===== src/rtl/alarm_responder_if.sv =====
// Bundle of alarm_responder inputs (sensor, time base, caregiver, alarm FSM) and indicator outputs.
// master drives the stimulus side; slave is the responder itself.
interface alarm_responder_if;
  logic       sw;
  logic       vital_hi;
  logic       tick;
  logic       ack_btn;
  logic       enchange_al;
  logic       alarm;
  logic       history;
  logic       change;
  logic       buzzer;
  logic       led;
  logic       page;
  logic [3:0] alarm_cnt;

  modport master (
    output sw, vital_hi, tick, ack_btn, enchange_al,
    input  alarm, history, change, buzzer, led, page, alarm_cnt
  );

  modport slave (
    input  sw, vital_hi, tick, ack_btn, enchange_al,
    output alarm, history, change, buzzer, led, page, alarm_cnt
  );
endinterface


===== src/rtl/alarm_responder.sv =====
// Post-op vital alarm pulse, alarm history window and escalate/page/acknowledge FSM; all outputs registered (1 cycle).
// No backpressure: level/strobe inputs are sampled every cycle. Define ALARM_COUNT_EN for the saturating alarm_cnt.
module alarm_responder #(
  parameter int HIST_WIN    = 30,
  parameter int ACK_TIMEOUT = 60
) (
  input logic              clk,
  input logic              rst,
  alarm_responder_if.slave bus
);
  localparam int HW = $clog2(HIST_WIN + 1);
  localparam int TW = $clog2(ACK_TIMEOUT + 1);

  typedef enum logic [1:0] {OFF, WATCH, ESCALATED, PAGING} state_t;

  state_t        state_q;
  logic          vital_q;
  logic          ack_q;
  logic          alarm_q;
  logic          change_q;
  logic          buzzer_q;
  logic          led_q;
  logic          page_q;
  logic [HW-1:0] hist_cnt_q;
  logic [HW-1:0] hist_cnt_d;
  logic [TW-1:0] tmo_cnt_q;
  logic          vital_rise;
  logic          ack_rise;

  assign vital_rise = bus.sw & bus.vital_hi & ~vital_q;
  assign ack_rise   = bus.ack_btn & ~ack_q;

  // Reload on the cycle the pulse is visible, so the pulse itself sees only earlier alarms.
  always_comb begin
    hist_cnt_d = hist_cnt_q;
    if (!bus.sw) begin
      hist_cnt_d = '0;
    end else if (alarm_q) begin
      hist_cnt_d = HW'(HIST_WIN);
    end else if (bus.tick && hist_cnt_q != '0) begin
      hist_cnt_d = hist_cnt_q - HW'(1);
    end
  end

  always_ff @(posedge clk or negedge rst) begin
    if (!rst) begin
      vital_q    <= 1'b0;
      ack_q      <= 1'b0;
      alarm_q    <= 1'b0;
      hist_cnt_q <= '0;
    end else begin
      vital_q    <= bus.vital_hi;
      ack_q      <= bus.ack_btn;
      alarm_q    <= vital_rise;
      hist_cnt_q <= hist_cnt_d;
    end
  end

  always_ff @(posedge clk or negedge rst) begin
    if (!rst) begin
      state_q   <= OFF;
      tmo_cnt_q <= '0;
      change_q  <= 1'b0;
      buzzer_q  <= 1'b0;
      led_q     <= 1'b0;
      page_q    <= 1'b0;
    end else begin
      change_q <= 1'b0;
      if (!bus.sw) begin
        state_q   <= OFF;
        tmo_cnt_q <= '0;
        buzzer_q  <= 1'b0;
        led_q     <= 1'b0;
        page_q    <= 1'b0;
      end else begin
        case (state_q)
          OFF: state_q <= WATCH;
          WATCH: begin
            if (bus.enchange_al) begin
              state_q   <= ESCALATED;
              tmo_cnt_q <= '0;
              buzzer_q  <= 1'b1;
              led_q     <= 1'b0;
            end
          end
          ESCALATED, PAGING: begin
            // An ack edge wins over both a coincident timeout and a dropped request.
            if (ack_rise || !bus.enchange_al) begin
              change_q <= ack_rise;
              state_q  <= WATCH;
              buzzer_q <= 1'b0;
              led_q    <= 1'b0;
              page_q   <= 1'b0;
            end else if (state_q == ESCALATED && bus.tick) begin
              if (tmo_cnt_q == TW'(ACK_TIMEOUT - 1)) begin
                state_q <= PAGING;
                page_q  <= 1'b1;
                led_q   <= 1'b1;
              end else begin
                tmo_cnt_q <= tmo_cnt_q + TW'(1);
                led_q     <= ~led_q;
              end
            end
          end
          default: state_q <= OFF;
        endcase
      end
    end
  end

`ifdef ALARM_COUNT_EN
  logic [3:0] alarm_cnt_q;
  logic [3:0] alarm_cnt_d;

  always_comb begin
    alarm_cnt_d = alarm_cnt_q;
    if (!bus.sw) begin
      alarm_cnt_d = '0;
    end else if (vital_rise && alarm_cnt_q != 4'd15) begin
      alarm_cnt_d = alarm_cnt_q + 4'd1;
    end
  end

  always_ff @(posedge clk or negedge rst) begin
    if (!rst) begin
      alarm_cnt_q <= '0;
    end else begin
      alarm_cnt_q <= alarm_cnt_d;
    end
  end

  assign bus.alarm_cnt = alarm_cnt_q;
`else
  assign bus.alarm_cnt = 4'd0;
`endif

  assign bus.alarm   = alarm_q;
  assign bus.history = (hist_cnt_q != '0);
  assign bus.change  = change_q;
  assign bus.buzzer  = buzzer_q;
  assign bus.led     = led_q;
  assign bus.page    = page_q;
endmodule


===== src/flat_wrapper.sv =====
// flat-port wrapper written by rule: the top's interface ports become plain ports
module alarm_responder_flat 
#(
  parameter int HIST_WIN    = 30,
  parameter int ACK_TIMEOUT = 60
)
  (clk, rst, bus_sw, bus_vital_hi, bus_tick, bus_ack_btn, bus_enchange_al, bus_alarm, bus_history, bus_change, bus_buzzer, bus_led, bus_page, bus_alarm_cnt);
  alarm_responder_if bus_i ();
  input logic clk;
  input logic rst;
  input wire logic [$bits(bus_i.sw)-1:0] bus_sw;
  input wire logic [$bits(bus_i.vital_hi)-1:0] bus_vital_hi;
  input wire logic [$bits(bus_i.tick)-1:0] bus_tick;
  input wire logic [$bits(bus_i.ack_btn)-1:0] bus_ack_btn;
  input wire logic [$bits(bus_i.enchange_al)-1:0] bus_enchange_al;
  output wire logic [$bits(bus_i.alarm)-1:0] bus_alarm;
  output wire logic [$bits(bus_i.history)-1:0] bus_history;
  output wire logic [$bits(bus_i.change)-1:0] bus_change;
  output wire logic [$bits(bus_i.buzzer)-1:0] bus_buzzer;
  output wire logic [$bits(bus_i.led)-1:0] bus_led;
  output wire logic [$bits(bus_i.page)-1:0] bus_page;
  output wire logic [$bits(bus_i.alarm_cnt)-1:0] bus_alarm_cnt;
  assign bus_i.sw = bus_sw;
  assign bus_i.vital_hi = bus_vital_hi;
  assign bus_i.tick = bus_tick;
  assign bus_i.ack_btn = bus_ack_btn;
  assign bus_i.enchange_al = bus_enchange_al;
  assign bus_alarm = bus_i.alarm;
  assign bus_history = bus_i.history;
  assign bus_change = bus_i.change;
  assign bus_buzzer = bus_i.buzzer;
  assign bus_led = bus_i.led;
  assign bus_page = bus_i.page;
  assign bus_alarm_cnt = bus_i.alarm_cnt;
  alarm_responder #(.HIST_WIN(HIST_WIN), .ACK_TIMEOUT(ACK_TIMEOUT)) u_core (.clk(clk), .rst(rst), .bus(bus_i));
endmodule

===== config.mk =====
export PLATFORM = sky130hd
export DESIGN_NAME = alarm_responder_flat
export DESIGN_NICKNAME = d
export VERILOG_FILES = /design/src/rtl/alarm_responder_if.sv /design/src/rtl/alarm_responder.sv /design/src/flat_wrapper.sv
export SDC_FILE = /design/constraint.sdc
export NUM_CORES = 1
export LEC_CHECK = 0
export BUFFER_PORTS_ARGS = -buffer_cell sky130_fd_sc_hd__clkbuf_2
export CAP_MARGIN = 30
export CORE_MARGIN = 2
export CORE_UTILIZATION = 30
export CTS_CLUSTER_DIAMETER = 40
export DETAILED_ROUTE_END_ITERATION = 16
export GPL_ROUTABILITY_DRIVEN = 0
export PLACE_DENSITY = 0.58
export SLEW_MARGIN = 15
export SYNTH_ARGS = -nofsm -noshare
export SYNTH_HDL_FRONTEND = slang
export SYNTH_SLANG_ARGS = --single-unit

===== constraint.sdc =====
create_clock -name clk -period 1.55 [get_ports clk]
set_input_delay 0.31 -clock clk [delete_from_list [all_inputs] [get_ports clk]]
set_output_delay 0.31 -clock clk [all_outputs]
set_load 0.05 [all_outputs]

Yosys cells after proc, flatten, opt, wreduce, memory -nomap -nowiden. Cells that the tools add are included.

Flip-flop bits (word level): 20. Input bits: 7.

Multiplexer cells: 33. $add $sub $neg: 2. Bitwise logic cells: 6. Equal/unequal tests: 16. Reductions and logical operators: 12.

Operators with widths (count): 6-bit two-way mux (5); 1-bit two-way mux (16); 5-bit two-way mux (3); 3-bit by 1-bit inequality test with 1-bit output (second input constant) (4); 6-bit case mux with 2 select lines (1); 3-bit AND reduction (4); 2-bit two-way mux (5); 3-bit inequality test (second input constant) (3); 4-bit by 2-bit inequality test with 1-bit output (second input constant) (2); 6-bit by 1-bit adder with 6-bit output (second input constant) (1); 6-bit equality test (second input constant) (1); 3-bit by 2-bit inequality test with 1-bit output (second input constant) (2); 2-bit case mux with 3 select lines (1); 5-bit AND reduction (1); 5-bit nonzero test (1); 5-bit by 1-bit subtractor with 5-bit output (second input constant) (1); 2-bit equality test (second input constant) (2); 1-bit case mux with 2 select lines (2); 1-bit AND (3); 1-bit NOT (3); 2-bit by 1-bit equality test with 1-bit output (second input constant) (1); 1-bit logical AND (2); 2-bit zero test (1); 2-bit by 1-bit inequality test with 1-bit output (second input constant) (1); 3 further kinds (3).

Longest topological paths before layout.
Word-level depth: 6. Gate-level depth with buffers: 7.

Worst setup path before layout. No wires, ideal clock.

Path kind: register to register. From: reg u_core.hist_cnt_q[0]. To: reg u_core.hist_cnt_q[3]. Setup slack: -0.196 ns. Data required time: 1.431 ns. Setup time: 0.119 ns. Path buffers: 1. Arrival: 1.627 ns. Stages on the path, launching flop included: 8. Cells stage by stage: dfrtp_1 > inv_1 > ha_1 > or4b_1 > buf_2 > a31oi_1 > a31oi_1 > o21a_1.

RTL lines: start, declared (line alarm_responder.sv:24) `logic [HW-1:0] hist_cnt_q;`; start signal, assigned (line alarm_responder.sv:55) `hist_cnt_q <= hist_cnt_d;`; 5-bit nonzero test; net bus_history (line flat_wrapper.sv:17) `output wire logic [$bits(bus_i.history)-1:0] bus_history;`; 1-bit logical AND (line alarm_responder.sv:40) `end else if (bus.tick && hist_cnt_q != '0) begin`; 3-bit by 1-bit inequality test with 1-bit output (no line).

The timed path passes the listed nets, and every way through them passes these cells. The select of a mux whose other input is x is not followed. A chain may end at the register's enable or synchronous reset.

Worst setup path after layout.
From: reg u_core.hist_cnt_q[1]. To: out bus_history.

Word-level cells in the longest chain between the ends: 1.

RTL lines: 5-bit nonzero test (line alarm_responder.sv:138) `assign bus.history = (hist_cnt_q != '0);`; end, declared (line flat_wrapper.sv:17).

Every way passes these cells.

==> results.py <==
metrics = {
    "clock_tree": {
        "clock_latency_ps": 300,
        "htreeDepth": 1,
        "cts_sinks": 20,
        "cts_max_path_buffers": 2,
        "cts_root_buffer": "clkbuf_4",
        "tritoncts": "built",
        "cts_buffers": 3,
        "clkTransAtPathRegs_ps": 120,
    },
    "synthesis": {
        "seq_area_frac_synth_pct": 48.66,
        "syn_avg_cell_area_sq_um": 9.703,
        "synth.distinct_cells": 37,
        "synth_area_sq_mm": 0.001028,
        "synth_ff_type": "dfrtp_1",
        "async_reset_ff_share_pct": 100.0,
        "synth_cells": 106,
        "ys_warn_count": 0,
        "yosys-top-cells-area": "dfrtp_1 49%, nand2_1 3.3%, a21oi_1 2.9%, buf_4 2.9%, o21a_1 2.9%",
        "synth-seq-cells": 20,
        "yosysTopAreaCellShare_pct": 48.66,
        "yosysTopAreaCell": "dfrtp_1",
        "synth-edff-count": 0,
    },
    "sta": {
        "rsz0062_at_grt": "yes",
        "period_minus_slack_ps": 1906,
        "clock-skew-final_ps": 6.449,
        "max_freq_mhz": 524.8,
        "drv_slew": 0,
        "hold_viol": 0,
        "tns_ps": -1166,
        "fin_crit_sh_pct": 122.9,
        "setup_slack_ps": -355.6,
        "setup_viol": 5,
    },
    "power": {
        "p_per_area_mw_per_mm2": 1039,
        "finalPower_mw": 1.505,
        "power_leakage_nw": 0.6812,
        "ir_drop_v": 0.0002506,
    },
    "worst_setup_path": {
        "worstPathRequired_ps": 1240,
        "cp.arrival_ps": 1600,
        "path_class": "flip-flop to output port",
        "worstPathMaxFanout": 2,
        "critPathLaunchType": "flip-flop",
        "cp-end-kind": "output port",
        "ff2ff_setup_slack_ps": -280,
    },
    "die": {
        "start_util_pct": 31.07,
        "design.core.area_sq_mm": 0.003311,
        "fp.dieH_microns": 62.55,
        "rows": 21,
        "boundaryPins": 17,
        "die_width_microns": 62.55,
        "die-area_sq_mm": 0.003913,
    },
    "grt": {
        "top_usage_layer": "met2",
        "grt_use_met1_pct": 16.19,
        "grt-ovfl-total": 0,
        "track_usage_pct": 13.15,
        "grt_max_degree": 21,
        "use_met2_pct": 20.56,
        "antenna_found_initial": 0,
        "use_met3_pct": 2.883,
        "grt_pass1_wl_mm": 4.112,
        "grt_pass1_vias": 918,
    },
    "drt": {
        "wl_per_cell_microns": 12.59,
        "vias": 929,
        "wirelength_mm": 2.393,
        "antenna_left": 0,
        "first_pass_iters": 4,
        "drtIter0Drc": 23,
        "drc": 0,
        "via_per_inst": 4.889,
    },
    "finish": {
        "fillers": 313,
        "areaGrowthSynthToFinish_pct": 40.75,
        "top_regs": "u_core.tmo_cnt_q: 6 flops, u_core.hist_cnt_q: 5 flops, u_core.state_q: 2 flops",
        "layout_common_cells": "21 x buf_4, 20 x dfrtp_1, 11 x clkbuf_2, 9 x nand2_1, 7 x nor2_1",
        "largest_reg_flops": 6,
        "antennaDiodeCount": 0,
        "final_common_cell": "buf_4",
        "stdcell_area_sq_mm": 0.001448,
        "layoutNonFillerInstCount": 190,
        "drive_gt1_share_pct": 39.58,
        "largest-register": "u_core.tmo_cnt_q",
        "post-route-util_pct": 43.73,
        "nets": 154,
    },
    "flow_run": {
        "drv_cap": 0,
    },
    "placement": {
        "dp_hpwl_mm": 1.501,
        "dpl.cell_count": 172,
        "placed_cell_area_sq_mm": 0.001210,
        "port_buffers": 12,
    },
    "status": {
        "outcome": "complete, but fails checks",
        "violations": "negative setup slack",
    },
    "hold_path": {
        "hp-class": "primary input to flip-flop",
    },
}
[metrics by stage]
stage	hold slack, ps	setup WS, ps
detailed placement	304.8	-160.9
global route	98.98	-412.0
finish	122.5	-355.6
global placement	295.7	-122.2
floorplan	14.41	-94.91
CTS	116.1	-342.1
[power breakdown]
| group | internal, mW | switching, mW | leakage (nW) |
|---|---|---|---|
| Sequential | 0.556 | 0.0287 | 0.268 |
| Clock | 0.143 | 0.162 | 0.0210 |
| Combinational | 0.323 | 0.291 | 0.393 |
| Total | 1.02 | 0.482 | 0.681 |
[cells in the mapped netlist (2+ instances only)]
cell and count:
o31a_1 2, nor3b_1 2, o211ai_1 2, clkbuf_1 2
and2_1 2, nand2_1 9, nor2_1 7, o22a_1 3
nor2b_1 2, buf_4 4, o21a_1 4, nand3_1 4
a21boi_0 2, dfrtp_1 20, ha_1 2, buf_2 2
nor3_1 3, inv_1 3, nand2b_1 3, nor4_1 2
a31oi_1 2, a21oi_1 6, o21ai_0 4
[layout make-up]
cell class	instances	area [sq um]	area share, %
timing repair buffer	39	304.0	21.00
multi-input combinational	78	538.0	37.17
tap	46	57.56	3.976
sequential	20	500.5	34.57
clock buffer	4	36.28	2.506
inverter	3	11.26	0.7779
[worst max-delay path: stages (launching register included)]
cell	delay, ps
dfrtp_1	420
inv_2	100
ha_4	130
or4b_4	470
clkbuf_16	190
[repair_timing]
| action | CTS | global route |
|---|---|---|
| buffers inserted | 15 | 4 |
| pin swaps | 3 | 6 |
| setup endpoints to repair | 6 | 11 |
| resized for setup | 14 | 8 |
| hold buffers | 1 | 0 |
| hold endpoints to repair | 20 | 0 |
[kinds of logic (layout without fill, tap and decap cells)]
kind of cell    Yosys count  count (layout)  share of synthesized area, %
simple gates             43              43                         23.24
compound gates           28              28                         18.74
flops                    20              20                         48.66
buf+inv                  11              46                         5.718
fa+ha+maj                 2               2                         2.433
other cells               1               4                        0.3646
xor+xnor                  1               1                        0.8517
[worst paths after layout]
check / start / cells past startpoint / end
setup reg to reg: u_core.hist_cnt_q[1] / 8 / u_core.hist_cnt_q[3]
max in group asynchronous: rst / 2 / u_core.hist_cnt_q[1]
hold reg to reg: u_core.vital_q / 1 / u_core.bus.alarm
setup / recovery: u_core.hist_cnt_q[1] / 4 / bus_history
hold / removal: bus_ack_btn / 1 / u_core.ack_q
min in group asynchronous: rst / 2 / u_core.tmo_cnt_q[4]
[layer usage]
| layer | share of wire (%) | vias to the layer above |
|---|---|---|
| met5 | 0 | - |
| met4 | 3.1 | 0 |
| met3 | 4.2 | 10 |
| met2 | 47 | 27 |
| met1 | 45 | 438 |
| li1 | - | 454 |
(Power assumes the default switching activity.)
